File: src/rtl/led_pwm_fader.sv
// PWM LED output stage that fades brightness linearly up and down on a level request.
// Optional square-law brightness mapping is compiled in with LED_PWM_GAMMA_EN.
module led_pwm_fader #(
   parameter int unsigned PWM_BITS     = 8,
   parameter int unsigned STEP_PERIODS = 1024,
   parameter int unsigned MAX_DUTY     = 255
) (
   input  logic                clk,
   input  logic                rst,
   input  logic                req_i,
   input  logic                en_i,
   output logic                led_o,
   output logic [PWM_BITS-1:0] duty_o,
   output logic                busy_o,
   output logic [1:0]          state_o
);

   localparam int unsigned StepW = (STEP_PERIODS > 1) ? $clog2(STEP_PERIODS) : 1;
   localparam logic [StepW-1:0]    StepLast = StepW'(STEP_PERIODS - 1);
   localparam logic [PWM_BITS-1:0] DutyMax  = PWM_BITS'(MAX_DUTY);

   typedef enum logic [1:0] {
      StOff     = 2'd0,
      StRising  = 2'd1,
      StOn      = 2'd2,
      StFalling = 2'd3
   } state_e;

   state_e              state_q, state_d;
   logic [PWM_BITS-1:0] duty_q, duty_d;
   logic [PWM_BITS-1:0] pwm_cnt_q;
   logic [StepW-1:0]    step_cnt_q, step_cnt_d;
   logic                led_q, led_d;
   logic                pwm_wrap;
   logic                step_tick;
   logic [PWM_BITS-1:0] duty_eff;

   assign pwm_wrap  = (pwm_cnt_q == '1);
   assign step_tick = pwm_wrap && (step_cnt_q == StepLast);

`ifdef LED_PWM_GAMMA_EN
   logic [2*PWM_BITS-1:0] duty_wide;
   logic [2*PWM_BITS-1:0] gamma_prod;
   assign duty_wide  = {{PWM_BITS{1'b0}}, duty_q};
   assign gamma_prod = duty_wide * (duty_wide + (2*PWM_BITS)'(1));
   assign duty_eff   = gamma_prod[2*PWM_BITS-1:PWM_BITS];
`else
   assign duty_eff = duty_q;
`endif

   always_comb begin
      state_d = state_q;
      duty_d  = duty_q;
      if (!en_i) begin
         state_d = StOff;
         duty_d  = '0;
      end else begin
         unique case (state_q)
            StOff: begin
               if (req_i) state_d = StRising;
            end
            StRising: begin
               // A reversal takes priority over a coincident step.
               if (!req_i) begin
                  state_d = StFalling;
               end else if (step_tick) begin
                  if (duty_q < DutyMax) duty_d = duty_q + 1'b1;
                  if (duty_q + 1'b1 >= DutyMax || duty_q >= DutyMax) state_d = StOn;
               end
            end
            StOn: begin
               if (!req_i) state_d = StFalling;
            end
            StFalling: begin
               if (req_i) begin
                  state_d = StRising;
               end else if (step_tick) begin
                  if (duty_q != '0) duty_d = duty_q - 1'b1;
                  if (duty_q <= PWM_BITS'(1)) state_d = StOff;
               end
            end
            default: state_d = StOff;
         endcase
      end
   end

   always_comb begin
      step_cnt_d = step_cnt_q;
      if (!en_i || state_d != state_q || state_q == StOff || state_q == StOn) begin
         step_cnt_d = '0;
      end else if (pwm_wrap) begin
         step_cnt_d = step_tick ? '0 : step_cnt_q + 1'b1;
      end
   end

   assign led_d = en_i && ((duty_eff == '1) || (pwm_cnt_q < duty_eff));

   always_ff @(posedge clk or posedge rst) begin
      if (rst) begin
         state_q    <= StOff;
         duty_q     <= '0;
         pwm_cnt_q  <= '0;
         step_cnt_q <= '0;
         led_q      <= 1'b0;
      end else begin
         state_q    <= state_d;
         duty_q     <= duty_d;
         pwm_cnt_q  <= pwm_cnt_q + 1'b1;
         step_cnt_q <= step_cnt_d;
         led_q      <= led_d;
      end
   end

   assign led_o   = led_q;
   assign duty_o  = duty_q;
   assign state_o = state_q;
   assign busy_o  = (state_q == StRising) || (state_q == StFalling);

endmodule

File: config.mk
export PLATFORM = sky130hd
export DESIGN_NAME = led_pwm_fader
export DESIGN_NICKNAME = d
export VERILOG_FILES = /design/src/rtl/led_pwm_fader.sv
export SDC_FILE = /design/constraint.sdc
export NUM_CORES = 1
export LEC_CHECK = 0
export BUFFER_PORTS_ARGS = -buffer_cell sky130_fd_sc_hd__buf_2
export CAP_MARGIN = 10
export CORE_ASPECT_RATIO = 1.2
export CORE_MARGIN = 3
export CORE_UTILIZATION = 40
export CTS_CLUSTER_DIAMETER = 80
export DETAILED_ROUTE_END_ITERATION = 10
export GPL_TIMING_DRIVEN = 0
export SLEW_MARGIN = 20
export SYNTH_ARGS = -nofsm -noshare
export SYNTH_HDL_FRONTEND = slang
export SYNTH_SLANG_ARGS = --single-unit
File: constraint.sdc
create_clock -name clk -period 6.7 [get_ports clk]
set_clock_uncertainty 0.2 [all_clocks]
set_input_delay 1.005 -clock clk [delete_from_list [all_inputs] [get_ports clk]]
set_output_delay 1.005 -clock clk [all_outputs]
set_load 0.03 [all_outputs]
==> results of run 1 <==
## worst min path at each step
stage,startpoint,end,slack (ps)
floorplan,pwm_cnt_q[0],pwm_cnt_q[0],230
finish,pwm_cnt_q[0],pwm_cnt_q[0],270
CTS,pwm_cnt_q[0],pwm_cnt_q[0],280
global placement,pwm_cnt_q[0],pwm_cnt_q[0],270
detailed placement,pwm_cnt_q[0],pwm_cnt_q[0],270
global route,pwm_cnt_q[0],pwm_cnt_q[0],310
## synthesized netlist by cell type, drive strengths merged (2+ instances only)
cell type  count
o31ai          2
a22oi          2
buf            7
o21a           2
a211oi         3
a21o           3
inv           12
nand3b         2
a31oi          6
o311ai         3
nor3b          2
nand4          8
nor2           8
nor3           3
xor2           7
and3           9
clkbuf        10
a21oi         19
and4           2
and2           4
nand3         11
or3            3
ha            14
o221a          2
dfrtp         29
nand2b         3
xnor2          5
mux2i          6
o21ai          6
o211ai         2
nand2         26
## power by group through the flow
stage | Combinational (W) | Sequential [W] | Clock [W]
CTS | 0.0000223 | 0.000178 | 0.000196
floorplan | 0.0000147 | 0.000183 | 0
global route | 0.0000245 | 0.000178 | 0.000205
global placement | 0.0000222 | 0.000181 | 0
finish | 0.0000218 | 0.000178 | 0.000192
detailed placement | 0.0000223 | 0.000181 | 0
## per-stage QoR
stage	setup WS, ps	std cells	cell area (um2)
6_report	4202	317	2346
5_1_grt	3928	317	2346
4_1_cts	4190	317	2346
3_5_place_dp	4003	309	2230
3_3_place_gp	3982	309	2230
2_1_floorplan	4187	236	2090
## layer usage
metal / track usage, % / share of wire (%) / vias up
li1: - / - / 900
met1: 23.02 / 47 / 865
met2: 27.51 / 47 / 43
met3: 3.910 / 4.3 / 6
met4: 4.615 / 1.3 / 0
met5: 0 / 0 / -
## state kept, by name, indices dropped and copies added, names as in the netlist
| signal | flops |
|---|---|
| state_o | 2 |
| step_cnt_q | 10 |
| duty_o | 8 |
| led_o | 1 |
| pwm_cnt_q | 8 |
## logic make-up (layout without fill, tap and decap cells)
logic type,after synthesis,count (layout),share of synthesized area (%)
multiplexers,6,6,2.874
adder cells (fa/ha/maj),14,14,8.383
XOR/XNOR,12,12,5.030
buffers and inverters,29,50,6.167
AND/OR/NAND/NOR,86,86,22.04
AO/OA/AOI/OAI,60,60,20.78
flip-flops,29,29,34.73
## cell type report
cell class	instances	area, um2
well taps	60	75.07
clock buffers	7	86.33
fillers	525	2629
plain buffers	17	83.83
flip-flops and latches	29	725.7
clock inverters	1	30.03
repair buffers	13	65.06
multi-input cells	178	1235
inverters	12	45.04
## cell usage in the layout (no fill, tap or decap), types with 7 or more instances in the layout
| cell | n |
|---|---|
| a21oi_1 | 19 |
| and3_1 | 9 |
| buf_2 | 17 |
| clkbuf_1 | 11 |
| dfrtp_1 | 29 |
| ha_1 | 14 |
| inv_1 | 11 |
| nand2_1 | 26 |
| nand3_1 | 11 |
| nand4_1 | 8 |
| nor2_1 | 8 |
| xor2_1 | 7 |
## critical path, delay by kind of cell, from the launching register on
kind / cells / cell delay (ps)
AO/OA/AOI/OAI: 3 / 930
AND/OR/NAND/NOR: 2 / 410
flip-flops: 1 / 380
buffers and inverters: 1 / 230
adder cells (fa/ha/maj): 1 / 190
==> impl_metrics.yaml, run 1 <==
status:
  status: "completed"
power_and_ir_drop:
  p_seq_share_pct: 45.4
  p_leak_nw: 1.017
  p_clk_share_pct: 49.0
  p_int_w: 0.0003036
  p_total_w: 0.0003921
  power_density_mw_per_mm2: 167.1
  p_comb_share_pct: 5.6
  peakVddDrop_mv: 0.1105
  switching_share_pct: 22.56
  switchingPower_w: 0.00008845
timing:
  hold_violations: 0
  fmax_mhz: 400.4
  worst_pin_slew_ps: 696.3
  holdWs_ps: 270.2
  setup-violations-final: 0
  min_period_ps: 2498
  finalCritPeriodShare_pct: 37.28
  drv_slew: 0
  finalSetupTns_ps: 0
  rsz0062_at_grt: "false"
  slew_headroom_pct: 53.27
grt:
  grt-ovfl-total: 0
  grt_max_degree: 30
  grt_pass1_wl_mm: 8.314
  antenna_found_initial: 0
  grt_use_total_pct: 17.10
  grt_pass1_vias: 1688
cts:
  clk_pin_slew_ps: 60
  cts_buffers: 5
  clk_latency_ps: 280
  clockBufferDepth: 2
  clock_sinks: 29
  cts_resized: 0
  hold_buffers: 0
  cts_tree: "built"
  htreeDepth: 2
  cts-root-buf: "clkbuf_8"
  cts_setup_buffers: 0
place:
  routabilityCongestion: 0.8424
  place_hpwl_mm: 3.475
  port-buffer-count: 13
floorplan:
  rows: 28
  die_w_um: 71.98
  dieArea_mm2: 0.006131
  core_mm2: 0.004975
  initial_core_util_pct: 42.00
  die_h_um: 85.18
  boundaryPins: 16
worst_setup_path:
  worst_path_max_delay_cell: "o21ai_1"
  r2r_cells: 7
  reg2reg_to: "step_cnt_q[7]"
  r2r-start: "pwm_cnt_q[0]"
  crit_chain: "ha_1, and3_1, and3_1, clkbuf_1, o211ai_1, o21ai_1, a22oi_1"
  cp-start-kind: "flip-flop"
  cp-end-kind: "flip-flop"
  endpoint: "step_cnt_q[7]"
  critical_path_class: "reg2reg"
  worst-endpoint-arrival_ps: 2420
  crit_path_max_fanout: 9
  cp-startpoint: "pwm_cnt_q[0]"
  cp_common_cell: "and3_1"
  cp_data_required_time_ps: 6620
  cp_slowest_stage_delay_ps: 580
  regToRegSetupSlack_ps: 4200
synthesis:
  synth_top_area_share_pct: 34.73
  synth_area_leaders: "dfrtp_1 35%, ha_1 8.4%, nand2_1 4.7%"
  ys_warn_count: 0
  synth-edff-count: 0
  yosysTopAreaCell: "dfrtp_1"
  syn-num-nets: 254
  synth.distinct_cells: 52
  synth_flop_cell: "dfrtp_1"
  syn_area_mm2: 0.002090
  postSynthAreaPerCell_um2: 8.854
  async_reset_ff_share_pct: 100.0
  yosysSeqAreaShare_pct: 34.73
  syn_inst: 236
  synth_seq_cells: 29
drt:
  drt-total-wl_mm: 4.849
  drc: 0
  dr_total_vias: 1814
  routed_via_density: 5.722
  dr.pass1.iters: 4
  drtIter0Drc: 132
  drtAntennaViolNets: 0
  wl_per_cell_um: 15.30
final_layout:
  area_growth_pct: 12.28
  nNetsFinal: 274
  fin_util_pct: 47.16
  final_layout_size_suffix_gt1_share_pct: 12.45
  antenna_cells: 0
job:
  cap_violations: 0
min_path:
  min_path_cells: 1
  worstHoldPathType: "reg2reg"
(Power assumes the default switching activity.)
==> run 2, diff against run 1 <==
- clock period: 6.7 -> 2.05 ns (I/O delays scaled with it)
==> run 2 against run 1 <==
  * The run now ends with setup timing left
  * Routed wire length increased by 20%
  * Critical path type unchanged
  * Final cell count increased by 4.7%
  * Setup slack got worse by 4300 ps
  * Sequential share of layout area decreased by 4.5 points
  * Register-to-register slack got worse by 4300 ps
  * Critical path depth decreased by 2
  * Largest cell class unchanged
  * Via count increased by 8.0%
  * Highest routed layer unchanged
  * Sequential power increased to 3.3 times the previous value
  * Global-route usage increased by 3.6 points
  * Flip-flop and latch count unchanged
  * Utilization increased by 9.0 points
  * Design area increased by 19%
==> impl_metrics.yaml, run 2 (same netlist as run 1, synthesis figures left out) <==
grt:
  grt_use_total_pct: 20.68
  grt_max_degree: 30
  grt_pass1_vias: 2041
  grt-ovfl-total: 0
  antenna_found_initial: 0
  grt_pass1_wl_mm: 9.922
worst_setup_path:
  regToRegSetupSlack_ps: -120
  r2r-start: "duty_o[5]"
  crit_path_max_fanout: 5
  cp-start-kind: "flip-flop"
  critical_path_class: "reg2reg"
  reg2reg_to: "step_cnt_q[7]"
  r2r_cells: 5
  cp_data_required_time_ps: 2010
  cp-end-kind: "flip-flop"
  worst-endpoint-arrival_ps: 2130
power_and_ir_drop:
  power_density_mw_per_mm2: 408.6
  peakVddDrop_mv: 0.2725
  p_leak_nw: 1.096
final_layout:
  nNetsFinal: 289
  area_growth_pct: 33.71
  final_common_cell: "nand2_1"
  fin_util_pct: 56.16
  layout_common_cells: "24 x nand2_1, 19 x buf_4, 19 x dfrtp_1, 13 x buf_2, 10 x dfrtp_2"
  final_area_mm2: 0.002794
  final_layout_size_suffix_gt1_share_pct: 37.50
  largest-register: "step_cnt_q"
  largest_register_ff_count: 10
  antenna_cells: 0
  fillers: 443
timing:
  finalCritPeriodShare_pct: 106.1
  fmax_mhz: 459.8
  slew_headroom_pct: 56.72
  hold_violations: 0
  worst_slack_ps: -124.9
  setup-violations-final: 20
  rsz0062_at_grt: "true"
  drv_slew: 0
  worst_pin_slew_ps: 648.2
  min_period_ps: 2175
drt:
  drtAntennaViolNets: 0
  drc: 0
  routed_via_density: 5.904
  dr.pass1.iters: 4
  wl_per_cell_um: 17.57
  drtIter0Drc: 122
  drt-total-wl_mm: 5.834
  dr_total_vias: 1960
place:
  routabilityCongestion: 0.8751
  place_hpwl_mm: 3.488
  place_area_mm2: 0.002303
  port-buffer-count: 13
  dp_slack_ps: -487.4
cts:
  clk_pin_slew_ps: 70
  cts-root-buf: "clkbuf_8"
  clk_latency_ps: 280
  cts_buffers: 5
  clockBufferDepth: 2
  clock_sinks: 29
  cts_tree: "built"
  htreeDepth: 2
status:
  status: "finished, violations left"
  violations: "setup timing"
floorplan:
  initial_core_util_pct: 42.00
  rows: 28
  die_w_um: 71.98
  core_mm2: 0.004975
  dieArea_mm2: 0.006131
  die_h_um: 85.18
  boundaryPins: 16
min_path:
  hp-start: "req_i"
  min_path_cells: 2
  worstHoldPathType: "in2reg"
  holdPathEnd: "state_o[0]"
job:
  cap_violations: 0
## run 2: stage by stage
stage	hold slack, ps	power [W]	TNS (ps)	instances
CTS	221.2	0.001149	-1303	331
finish	252.0	0.001141	-1439	332
global route	285.4	0.001188	-2910	332
floorplan	185.1	0.0006461	-2037	236
detailed placement	236.9	0.0006674	-6424	309
global placement	257.5	0.0006670	-6661	309
## run 2: layout make-up
cell class	count	area, um2	share of cell area [%]
buffer	10	77.57	2.777
clock buffer	6	72.57	2.597
clock inverter	2	10.01	0.3583
inverter	12	57.56	2.060
multi-input combinational	180	1541	55.17
sequential	29	738.2	26.42
tap	60	75.07	2.687
timing repair buffer	33	221.5	7.927
## run 2: per-layer routing
| metal | wire length [um] | share of wire, % | vias up | track usage (%) |
|---|---|---|---|---|
| li1 | - | - | 939 | - |
| met2 | 2955 | 51 | 51 | 35.20 |
| met4 | 110 | 1.9 | 0 | 8.376 |
| met3 | 240 | 4.1 | 12 | 4.502 |
| met1 | 2527 | 43 | 958 | 25.06 |
| met5 | 0 | 0 | - | 0 |
## run 2: timing repair
item                       4_1_cts  5_1_grt
setup endpoints to repair       20       20
buffers inserted                17        1
pin swaps                       17        5
resized for setup               52       10
hold endpoints to repair        29        0
cloned                           3        0
hold buffers                     1        0
## run 2: worst max path at each step
stage / end / from / depth (start not counted) / slack [ps]
6_report: step_cnt_q[7] / duty_o[5] / 5 / -120
5_1_grt: step_cnt_q[8] / step_cnt_q[4] / 7 / -180
4_1_cts: state_o[0] / duty_o[5] / 6 / -130
3_5_place_dp: step_cnt_q[7] / pwm_cnt_q[0] / 7 / -490
3_3_place_gp: step_cnt_q[7] / pwm_cnt_q[0] / 7 / -530
2_1_floorplan: step_cnt_q[7] / duty_o[4] / 6 / -180
## run 2: worst max-delay path: stages (launching register included)
cell	delay, ps
dfrtp_2	420
or4_4	570
nor3b_4	270
a31oi_4	160
a31oi_4	300
a22oi_1	130
## run 2: power by group
part           switching [W]  internal, W
registers         0.00000667     0.000575
logic              0.0000590    0.0000261
clock network       0.000239     0.000235
total               0.000305     0.000837
==> run 3, diff against run 2 <==
- CELL_PAD_IN_SITES_DETAIL_PLACEMENT: not set -> 0
- CELL_PAD_IN_SITES_GLOBAL_PLACEMENT: not set -> 1
- PLACE_DENSITY_LB_ADDON: not set -> 0.1
==> run 3 against run 2 <==
  * Worst hold slack got worse by 13 ps
  * Flip-flop and latch count unchanged
  * Combinational power is 6.7% higher
  * Critical endpoint is now duty_o[0]
  * The run still ends with setup timing left
  * Highest routed layer unchanged
  * Design area grew 3.8%
  * Via count decreased by 1.2%
  * Critical path type unchanged
==> impl_metrics.yaml, run 3 (same netlist as run 1, synthesis figures left out) <==
final_layout:
  nNetsFinal: 296
  area_growth_pct: 38.74
  layout_common_cells: "25 x buf_4, 23 x nand2_1, 19 x dfrtp_1, 13 x buf_2"
  largest-register: "step_cnt_q"
  antenna_cells: 0
  final_area_mm2: 0.002899
  largest_register_ff_count: 10
  fin_util_pct: 58.27
  final_layout_size_suffix_gt1_share_pct: 41.58
  fillers: 454
  final_common_cell: "buf_4"
worst_setup_path:
  worst-endpoint-arrival_ps: 2130
  crit_path_max_fanout: 5
  cp-start-kind: "flip-flop"
  r2r-start: "duty_o[4]"
  critPathTopFamily: "simple AND/OR/NAND/NOR gates"
  cp_slowest_stage_delay_ps: 560
  cp_data_required_time_ps: 2030
  critical_path_class: "reg2reg"
  crit_chain: "or4_4, o41ai_4, a2111o_1, buf_6, xnor2_2, and2_1"
  cp-startpoint: "duty_o[4]"
  crit_buf_inv: 1
  cp-end-kind: "flip-flop"
  worst_path_max_delay_cell: "or4_4"
cts:
  cts_tree: "built"
  clock_sinks: 29
  cts-root-buf: "clkbuf_8"
  clk_latency_ps: 290
  cts_buffers: 5
  htreeDepth: 2
  clk_pin_slew_ps: 70
  clockBufferDepth: 2
floorplan:
  initial_core_util_pct: 42.00
  core_mm2: 0.004975
  rows: 28
  boundaryPins: 16
  dieArea_mm2: 0.006131
  die_w_um: 71.98
  die_h_um: 85.18
grt:
  antenna_found_initial: 0
  grt-ovfl-total: 0
  grt_use_total_pct: 20.04
  grt_max_degree: 30
  grt_pass1_vias: 1938
  grt_pass1_wl_mm: 9.597
drt:
  routed_via_density: 5.714
  drtAntennaViolNets: 0
  dr_total_vias: 1937
  drt-total-wl_mm: 5.848
  drc: 0
  dr.pass1.iters: 4
  wl_per_cell_um: 17.25
  drtIter0Drc: 89
timing:
  hold_violations: 0
  drv_slew: 0
  holdWs_ps: 238.8
  worst_pin_slew_ps: 657.0
  rsz0062_at_grt: "true"
  finalCritPeriodShare_pct: 105.0
  slew_headroom_pct: 56.14
  setup-violations-final: 20
  fmax_mhz: 464.5
  worst_slack_ps: -102.7
  min_period_ps: 2153
min_path:
  worstHoldPathType: "in2reg"
  hp-start: "req_i"
power_and_ir_drop:
  p_leak_nw: 1.171
  peakVddDrop_mv: 0.3262
  power_density_mw_per_mm2: 451.0
place:
  place_area_mm2: 0.002303
  routabilityCongestion: 0.8259
  place_hpwl_mm: 3.746
  port-buffer-count: 13
status:
  status: "finished, violations left"
  violations: "setup timing"
job:
  cap_violations: 0
-- run 3: through the flow --
stage / cells / total power [W] / worst slack, ps / setup TNS (ps)
5_1_grt: 339 / 0.001356 / -169.8 / -2750
4_1_cts: 329 / 0.001317 / -115.4 / -1039
6_report: 339 / 0.001308 / -102.7 / -1479
3_5_place_dp: 309 / 0.0006686 / -555.8 / -7004
3_3_place_gp: 309 / 0.0006686 / -532.1 / -6792
2_1_floorplan: 236 / 0.0006461 / -181.9 / -2037
-- run 3: worst paths after layout --
| check | cells after the start | slack, ps | end |
|---|---|---|---|
| max | 6 | -100 | duty_o[0] |
| min | 2 | 240 | state_o[0] |
| max reg2reg | 6 | -100 | duty_o[0] |
| min reg2reg | 1 | 310 | pwm_cnt_q[6] |
| max in group asynchronous | 3 | 720 | duty_o[0] |
| min in group asynchronous | 3 | 460 | pwm_cnt_q[7] |
-- run 3: what timing repair did --
| item | CTS | global route |
|---|---|---|
| gates resized for setup | 43 | 23 |
| pin swaps | 14 | 13 |
| endpoints found under the hold margin | 29 | 0 |
| endpoints found under the setup margin | 20 | 20 |
| cloned | 0 | 1 |
| buffers inserted | 18 | 9 |
| hold buffers | 1 | 0 |
-- run 3: area by class of cell --
| class | instances | area, um2 | share of cell area (%) |
|---|---|---|---|
| multi-input combinational | 178 | 1519 | 52.40 |
| sequential | 29 | 738.2 | 25.46 |
| timing repair buffer | 42 | 309.0 | 10.66 |
| buffer | 10 | 88.84 | 3.064 |
| clock buffer | 7 | 86.33 | 2.978 |
| tap | 60 | 75.07 | 2.590 |
| inverter | 12 | 52.55 | 1.813 |
| clock inverter | 1 | 30.03 | 1.036 |
-- run 3: metal layers --
| layer | track usage (%) | part of all wire [%] | up-vias |
|---|---|---|---|
| met5 | 0 | 0 | - |
| met4 | 7.692 | 1.8 | 0 |
| met3 | 3.555 | 3.0 | 9 |
| met2 | 34.28 | 52 | 39 |
| met1 | 24.81 | 43 | 939 |
| li1 | - | - | 950 |
-- run 3: power breakdown --
group	leakage [nW]	total [W]	switching [W]	internal, W
Combinational	0.740	0.0000908	0.0000594	0.0000314
Clock	0.0585	0.000634	0.000238	0.000396
Sequential	0.373	0.000583	0.00000738	0.000575
